[config.mk]
export PLATFORM = sky130hd
export DESIGN_NAME = vedic_seq_multiplier
export DESIGN_NICKNAME = d
export VERILOG_FILES = /design/src/rtl/vedic_pkg.sv /design/src/rtl/vedic_multiplier.sv /design/src/rtl/vedic_seq_multiplier.sv
export SDC_FILE = /design/constraint.sdc
export NUM_CORES = 1
export LEC_CHECK = 0
export BUFFER_PORTS_ARGS = -buffer_cell sky130_fd_sc_hd__buf_2
export CORE_ASPECT_RATIO = 0.6
export CORE_MARGIN = 10
export CORE_UTILIZATION = 53
export CTS_CLUSTER_SIZE = 25
export DETAILED_ROUTE_END_ITERATION = 7
export PLACE_DENSITY = 0.86
export SLEW_MARGIN = 20
export SYNTH_ARGS = -nofsm -noshare
export SYNTH_HDL_FRONTEND = slang
export SYNTH_SLANG_ARGS = --single-unit
export TNS_END_PERCENT = 30
[constraint.sdc]
create_clock -name clk -period 3.2 [get_ports clk]
set_input_delay 0.32 -clock clk [delete_from_list [all_inputs] [get_ports clk]]
set_output_delay 0.32 -clock clk [all_outputs]
set_load 0.1 [all_outputs]
[src/rtl/vedic_pkg.sv]
// Shared definitions for the iterative vedic multiplier: state encoding and digit widths.
package vedic_pkg;

    typedef logic [1:0] state_t;

    localparam state_t ST_IDLE = 2'd0;
    localparam state_t ST_RUN  = 2'd1;
    localparam state_t ST_DONE = 2'd2;

    // Each digit is 2 bits, so the 2x2 cell produces a 4-bit partial product.
    localparam int DIGIT_W = 2;
    localparam int PP_W    = 4;

endpackage

[src/rtl/vedic_multiplier.sv]
// 2x2 unsigned vedic (Urdhva Tiryagbhyam) multiplier cell, purely combinational.
module vedic_multiplier (
    input  logic [1:0] A,
    input  logic [1:0] B,
    output logic [3:0] P
);

    logic w_cross0;
    logic w_cross1;
    logic w_carry1;
    logic w_top;

    // Vertical and crosswise products; the crosswise sum may carry into bit 2.
    always_comb begin
        w_cross0 = A[1] & B[0];
        w_cross1 = A[0] & B[1];
        w_carry1 = w_cross0 & w_cross1;
        w_top    = A[1] & B[1];
        P[0]     = A[0] & B[0];
        P[1]     = w_cross0 ^ w_cross1;
        P[2]     = w_top ^ w_carry1;
        P[3]     = w_top & w_carry1;
    end

endmodule

[src/rtl/vedic_seq_multiplier.sv]
// Iterative WIDTH x WIDTH unsigned multiplier built around a single 2x2 vedic cell.
// Operands are split into 2-bit digits; one digit pair is multiplied per cycle and
// the shifted partial product is added into a 2*WIDTH-bit accumulator.
module vedic_seq_multiplier
    import vedic_pkg::*;
#(
    parameter int WIDTH = 8
) (
    input  logic               clk,
    input  logic               rst,
    input  logic               in_valid,
    output logic               in_ready,
    input  logic [WIDTH-1:0]   A,
    input  logic [WIDTH-1:0]   B,
    output logic               out_valid,
    input  logic               out_ready,
    output logic [2*WIDTH-1:0] P,
    output logic               busy
);

    localparam int NDIG  = WIDTH / 2;
    localparam int IDX_W = (NDIG > 1) ? $clog2(NDIG) : 1;
    localparam int PW    = 2 * WIDTH;

    localparam logic [IDX_W-1:0] IDX_LAST = IDX_W'(NDIG - 1);

    state_t           r_state;
    state_t           w_state_next;

    logic [WIDTH-1:0] r_a;
    logic [WIDTH-1:0] r_b;
    logic [IDX_W-1:0] r_i;
    logic [IDX_W-1:0] r_j;
    logic [PW-1:0]    r_acc;
    logic [PW-1:0]    r_p;

    logic [DIGIT_W-1:0] w_adig [NDIG];
    logic [DIGIT_W-1:0] w_bdig [NDIG];
    logic [DIGIT_W-1:0] w_a_digit;
    logic [DIGIT_W-1:0] w_b_digit;
    logic [PP_W-1:0]    w_pp;
    logic [IDX_W:0]     w_sum_idx;
    logic [IDX_W+1:0]   w_shift;
    logic [PW-1:0]      w_term;
    logic [PW-1:0]      w_acc_next;
    logic               w_last;
    logic               w_accept;
    logic               w_release;

    // Slice the latched operands into digit arrays so the index counters pick a digit.
    genvar gi;
    generate
        for (gi = 0; gi < NDIG; gi++) begin : g_digits
            assign w_adig[gi] = r_a[DIGIT_W*gi +: DIGIT_W];
            assign w_bdig[gi] = r_b[DIGIT_W*gi +: DIGIT_W];
        end
    endgenerate

    assign w_a_digit = w_adig[r_i];
    assign w_b_digit = w_bdig[r_j];

    vedic_multiplier u_cell (
        .A (w_a_digit),
        .B (w_b_digit),
        .P (w_pp)
    );

    // Partial product weight is 4^(i+j), i.e. a left shift by 2*(i+j) bits.
    always_comb begin
        w_sum_idx  = {1'b0, r_i} + {1'b0, r_j};
        w_shift    = {w_sum_idx, 1'b0};
        w_term     = PW'(w_pp) << w_shift;
        w_acc_next = r_acc + w_term;
        w_last     = (r_i == IDX_LAST) && (r_j == IDX_LAST);
        w_accept   = in_valid && (r_state == ST_IDLE);
        w_release  = out_ready && (r_state == ST_DONE);
    end

    // State register; reset aborts any operation in flight.
    always_ff @(posedge clk or posedge rst) begin
        if (rst) begin
            r_state <= ST_IDLE;
        end else begin
            r_state <= w_state_next;
        end
    end

    // Next-state logic.
    always_comb begin
        w_state_next = r_state;
        case (r_state)
            ST_IDLE: if (w_accept)  w_state_next = ST_RUN;
            ST_RUN:  if (w_last)    w_state_next = ST_DONE;
            ST_DONE: if (w_release) w_state_next = ST_IDLE;
            default: w_state_next = ST_IDLE;
        endcase
    end

    // Handshake outputs decoded from state; in_ready is forced low during reset.
    always_comb begin
        in_ready  = (r_state == ST_IDLE) && !rst;
        out_valid = (r_state == ST_DONE);
        busy      = (r_state == ST_RUN) || (r_state == ST_DONE);
    end

    // Datapath: operand latch, digit counters, accumulator and held product.
    always_ff @(posedge clk or posedge rst) begin
        if (rst) begin
            r_a   <= '0;
            r_b   <= '0;
            r_i   <= '0;
            r_j   <= '0;
            r_acc <= '0;
            r_p   <= '0;
        end else begin
            case (r_state)
                ST_IDLE: begin
                    if (w_accept) begin
                        r_a   <= A;
                        r_b   <= B;
                        r_i   <= '0;
                        r_j   <= '0;
                        r_acc <= '0;
                    end
                end
                ST_RUN: begin
                    r_acc <= w_acc_next;
                    if (r_j == IDX_LAST) begin
                        r_j <= '0;
                        r_i <= r_i + IDX_W'(1);
                    end else begin
                        r_j <= r_j + IDX_W'(1);
                    end
                    // The product register only changes on completion, so P is
                    // stable for the whole DONE phase.
                    if (w_last) begin
                        r_p <= w_acc_next;
                    end
                end
                default: ;
            endcase
        end
    end

    assign P = r_p;

endmodule
==> results.json <==
{
  "cp-end-kind": "register",
  "drive_gt1_share_pct": 42.99,
  "crit_path_start": "r_j[0]",
  "portBuffers": 38,
  "pin_count": 39,
  "netlist_area_um2": 3281,
  "grt_max_degree": 42,
  "postPlaceCellArea_um2": 4029,
  "met1_length_mm": 4.119,
  "syn_to_final_growth_pct": 37.49,
  "clk_latency_ns": 0.32,
  "run_status": "finished with violations",
  "critPathKind": "reg2reg",
  "highest_layer": "met4",
  "pre_cts_ws_ns": -0.4281,
  "synth-seq-area-share_pct": 41.19,
  "setup_viol": 22,
  "dp.cells": 509,
  "drc": 0,
  "rrSetupSlack_ns": -0.34,
  "period_minus_slack_ns": 3.543,
  "h-tree-depth": 2,
  "async_reset_ff_share_pct": 100.0,
  "wire_per_inst_um": 18.85,
  "root_buffer": "clkbuf_8",
  "synth_edf_count": 0,
  "final_common_cell": "buf_4",
  "max_slew_margin_pct": 43.77,
  "core_area_um2": 6056,
  "cts_buffers": 5,
  "avgSynthCellArea_um2": 9.593,
  "p_per_area_nw_per_um2": 915.6,
  "die_x_um": 121.6,
  "cts_buffer_depth": 2,
  "max_stage_delay_ns": 0.52,
  "gp_congestion": 0.9574,
  "wl_met3_um": 762,
  "critical_path.top_delay_family": "compound AO/OA/AOI/OAI gates",
  "layout.nets": 487,
  "synthTopCellsByArea": "dfrtp_1 41%, ha_1 9.2%, mux2_2 5.8%, nand2_1 5.4%, o21ai_0 4.7%",
  "ys_warn_count": 0,
  "hpwl_mm": 6.456,
  "overflow": 0,
  "crit_arrival_ns": 3.73,
  "fin_ws_ns": -0.3428,
  "drv_slew": 0,
  "num_antenna_cells": 0,
  "fin_cells": 526,
  "dieArea_um2": 9840,
  "mostFrequentLayoutCells": "65 x buf_4, 52 x dfrtp_1, 47 x nand2_1",
  "maxCapViolations": 0,
  "ys_types": 46,
  "failed_checks": "setup timing",
  "crit_chain": "mux4_2 > and2_4 > ha_4 > ha_4 > nor2b_4 > a31oi_4 > nor2_2 > ha_1 > nor2b_4 > o211ai_4 > a21oi_2 > o211ai_1 > mux2i_1 > o311ai_1",
  "rsz0062_at_grt": "yes",
  "regToRegStartpoint": "r_j[0]",
  "ys.flop_type": "dfrtp_1",
  "via_per_inst": 5.844,
  "critPathLaunchType": "register",
  "synth_top_area_share_pct": 41.19,
  "ant_nets": 0,
  "cp_max_fo": 3,
  "synth.largest_area_cell": "dfrtp_1",
  "ir_drop_mv": 0.6842,
  "worst_slew_pin_slew_ns": 0.8422,
  "initial_core_util_pct": 54.17,
  "first_pass_iters": 5,
  "dr_wl_met2_mm": 4.750,
  "grt_usage_pct": 19.54,
  "grt_pass1_vias": 3111,
  "critPathRequiredTime_ns": 3.38,
  "cts_sinks": 54,
  "leakage_nw": 2.054,
  "nFillCells": 412,
  "hp-class": "in2async",
  "critPathBufInv": 0,
  "fin_skew_ns": 0.01452,
  "final_area_um2": 4511,
  "rows": 22,
  "fin_crit_sh_pct": 110.7,
  "cts_tree": "yes",
  "wirelength_mm": 9.916,
  "hold_viol_final": 0,
  "slowest_stage": "mux4_2",
  "synth.ff_latch_count": 54,
  "path_clk_slew_ns": 0.11,
  "fp.dieH_um": 80.94,
  "antenna_found_initial": 0,
  "syn-num-nets": 388,
  "fmax_mhz": 282.3,
  "final_util_pct": 74.48,
  "p_total_mw": 4.130,
  "drt_iter0_markers": 279,
  "syn_inst": 342,
  "grt_pass1_wl_mm": 15.35,
  "vias": 3074
}
metal layers:
layer,track usage [%],vias up
met2,32.99,144
met5,0,-
met1,24.59,1505
met3,3.809,30
met4,7.346,0
li1,-,1395
logic make-up (layout without fill, tap and decap cells):
| family | count (synthesis) | in the layout | share of synthesized area (%) |
|---|---|---|---|
| DFF | 54 | 54 | 41.19 |
| buffers and inverters | 31 | 131 | 3.700 |
| xor gates and xnor gates | 12 | 12 | 3.204 |
| and+or+nand+nor | 109 | 109 | 15.41 |
| AOI/OAI and AO/OA | 87 | 87 | 16.93 |
| muxes | 23 | 23 | 9.191 |
| adders and majority gates | 26 | 26 | 10.37 |
path summary, 6_finish.rpt:
| check | to | cells past startpoint |
|---|---|---|
| setup / recovery | r_acc[12] | 14 |
| min in group clk | r_a[5] | 2 |
| max in group asynchronous | P[8] | 3 |
| hold / removal | r_acc[11] | 2 |
| hold reg to reg | P[2] | 2 |
| setup reg to reg | r_acc[12] | 14 |
state kept, by name, summed over array words and instances (netlist names):
register and flops:
r_j 2, r_a 8, r_acc 16, r_state 2, P 16, r_b 8, r_i 2
what timing repair did:
action	in CTS	in global routing
setup endpoints to repair	20	26
pin swaps	27	12
endpoints found under the hold margin	0	0
resized for setup	37	23
hold buffers	0	0
setup buffers	7	2
cell usage after synthesis (2+ instances only):
library cell	number
ha_1	24
a211o_1	2
mux2i_1	2
clkbuf_1	10
o31ai_1	5
o21ai_1	4
fa_1	2
o311ai_0	2
o32ai_2	2
o21ai_0	31
dfrtp_1	54
inv_1	17
o22ai_1	2
nor2_1	24
a31oi_1	6
mux2_2	17
nand4_1	3
nor4_1	2
o21a_1	4
nor3_1	4
mux4_2	4
and2_1	4
nand2_1	47
xor2_1	8
xnor2_1	4
nand3_1	5
o211ai_1	2
buf_2	4
nor2b_1	6
a21oi_1	17
a22o_1	3
nand2b_1	7
where the power goes:
group,switching (mW),leakage (nW),total [mW],internal (mW)
Sequential,0.122,0.704,0.986,0.864
Combinational,1.34,1.28,2.58,1.24
Clock,0.235,0.0714,0.569,0.334
Total,1.70,2.05,4.13,2.43
cell type report:
cell class | instances | area [um2] | area share [%]
Clock buffer | 6 | 82.58 | 1.831
Inverter | 17 | 63.81 | 1.415
Multi-Input combinational cell | 257 | 2125 | 47.10
Timing Repair Buffer | 106 | 720.7 | 15.98
Clock inverter | 2 | 60.06 | 1.331
Tap cell | 84 | 105.1 | 2.330
Sequential cell | 54 | 1354 | 30.01
metrics by stage:
step / TNS [ns] / hold slack (ns)
2_1_floorplan: -1.381 / 0.4538
3_3_place_gp: -2.969 / 0.4591
3_5_place_dp: -5.136 / 0.4675
4_1_cts: -3.306 / 0.2082
5_1_grt: -7.962 / 0.2287
6_report: -4.517 / 0.1803
Note: power is estimated with default switching activity, not from simulation.
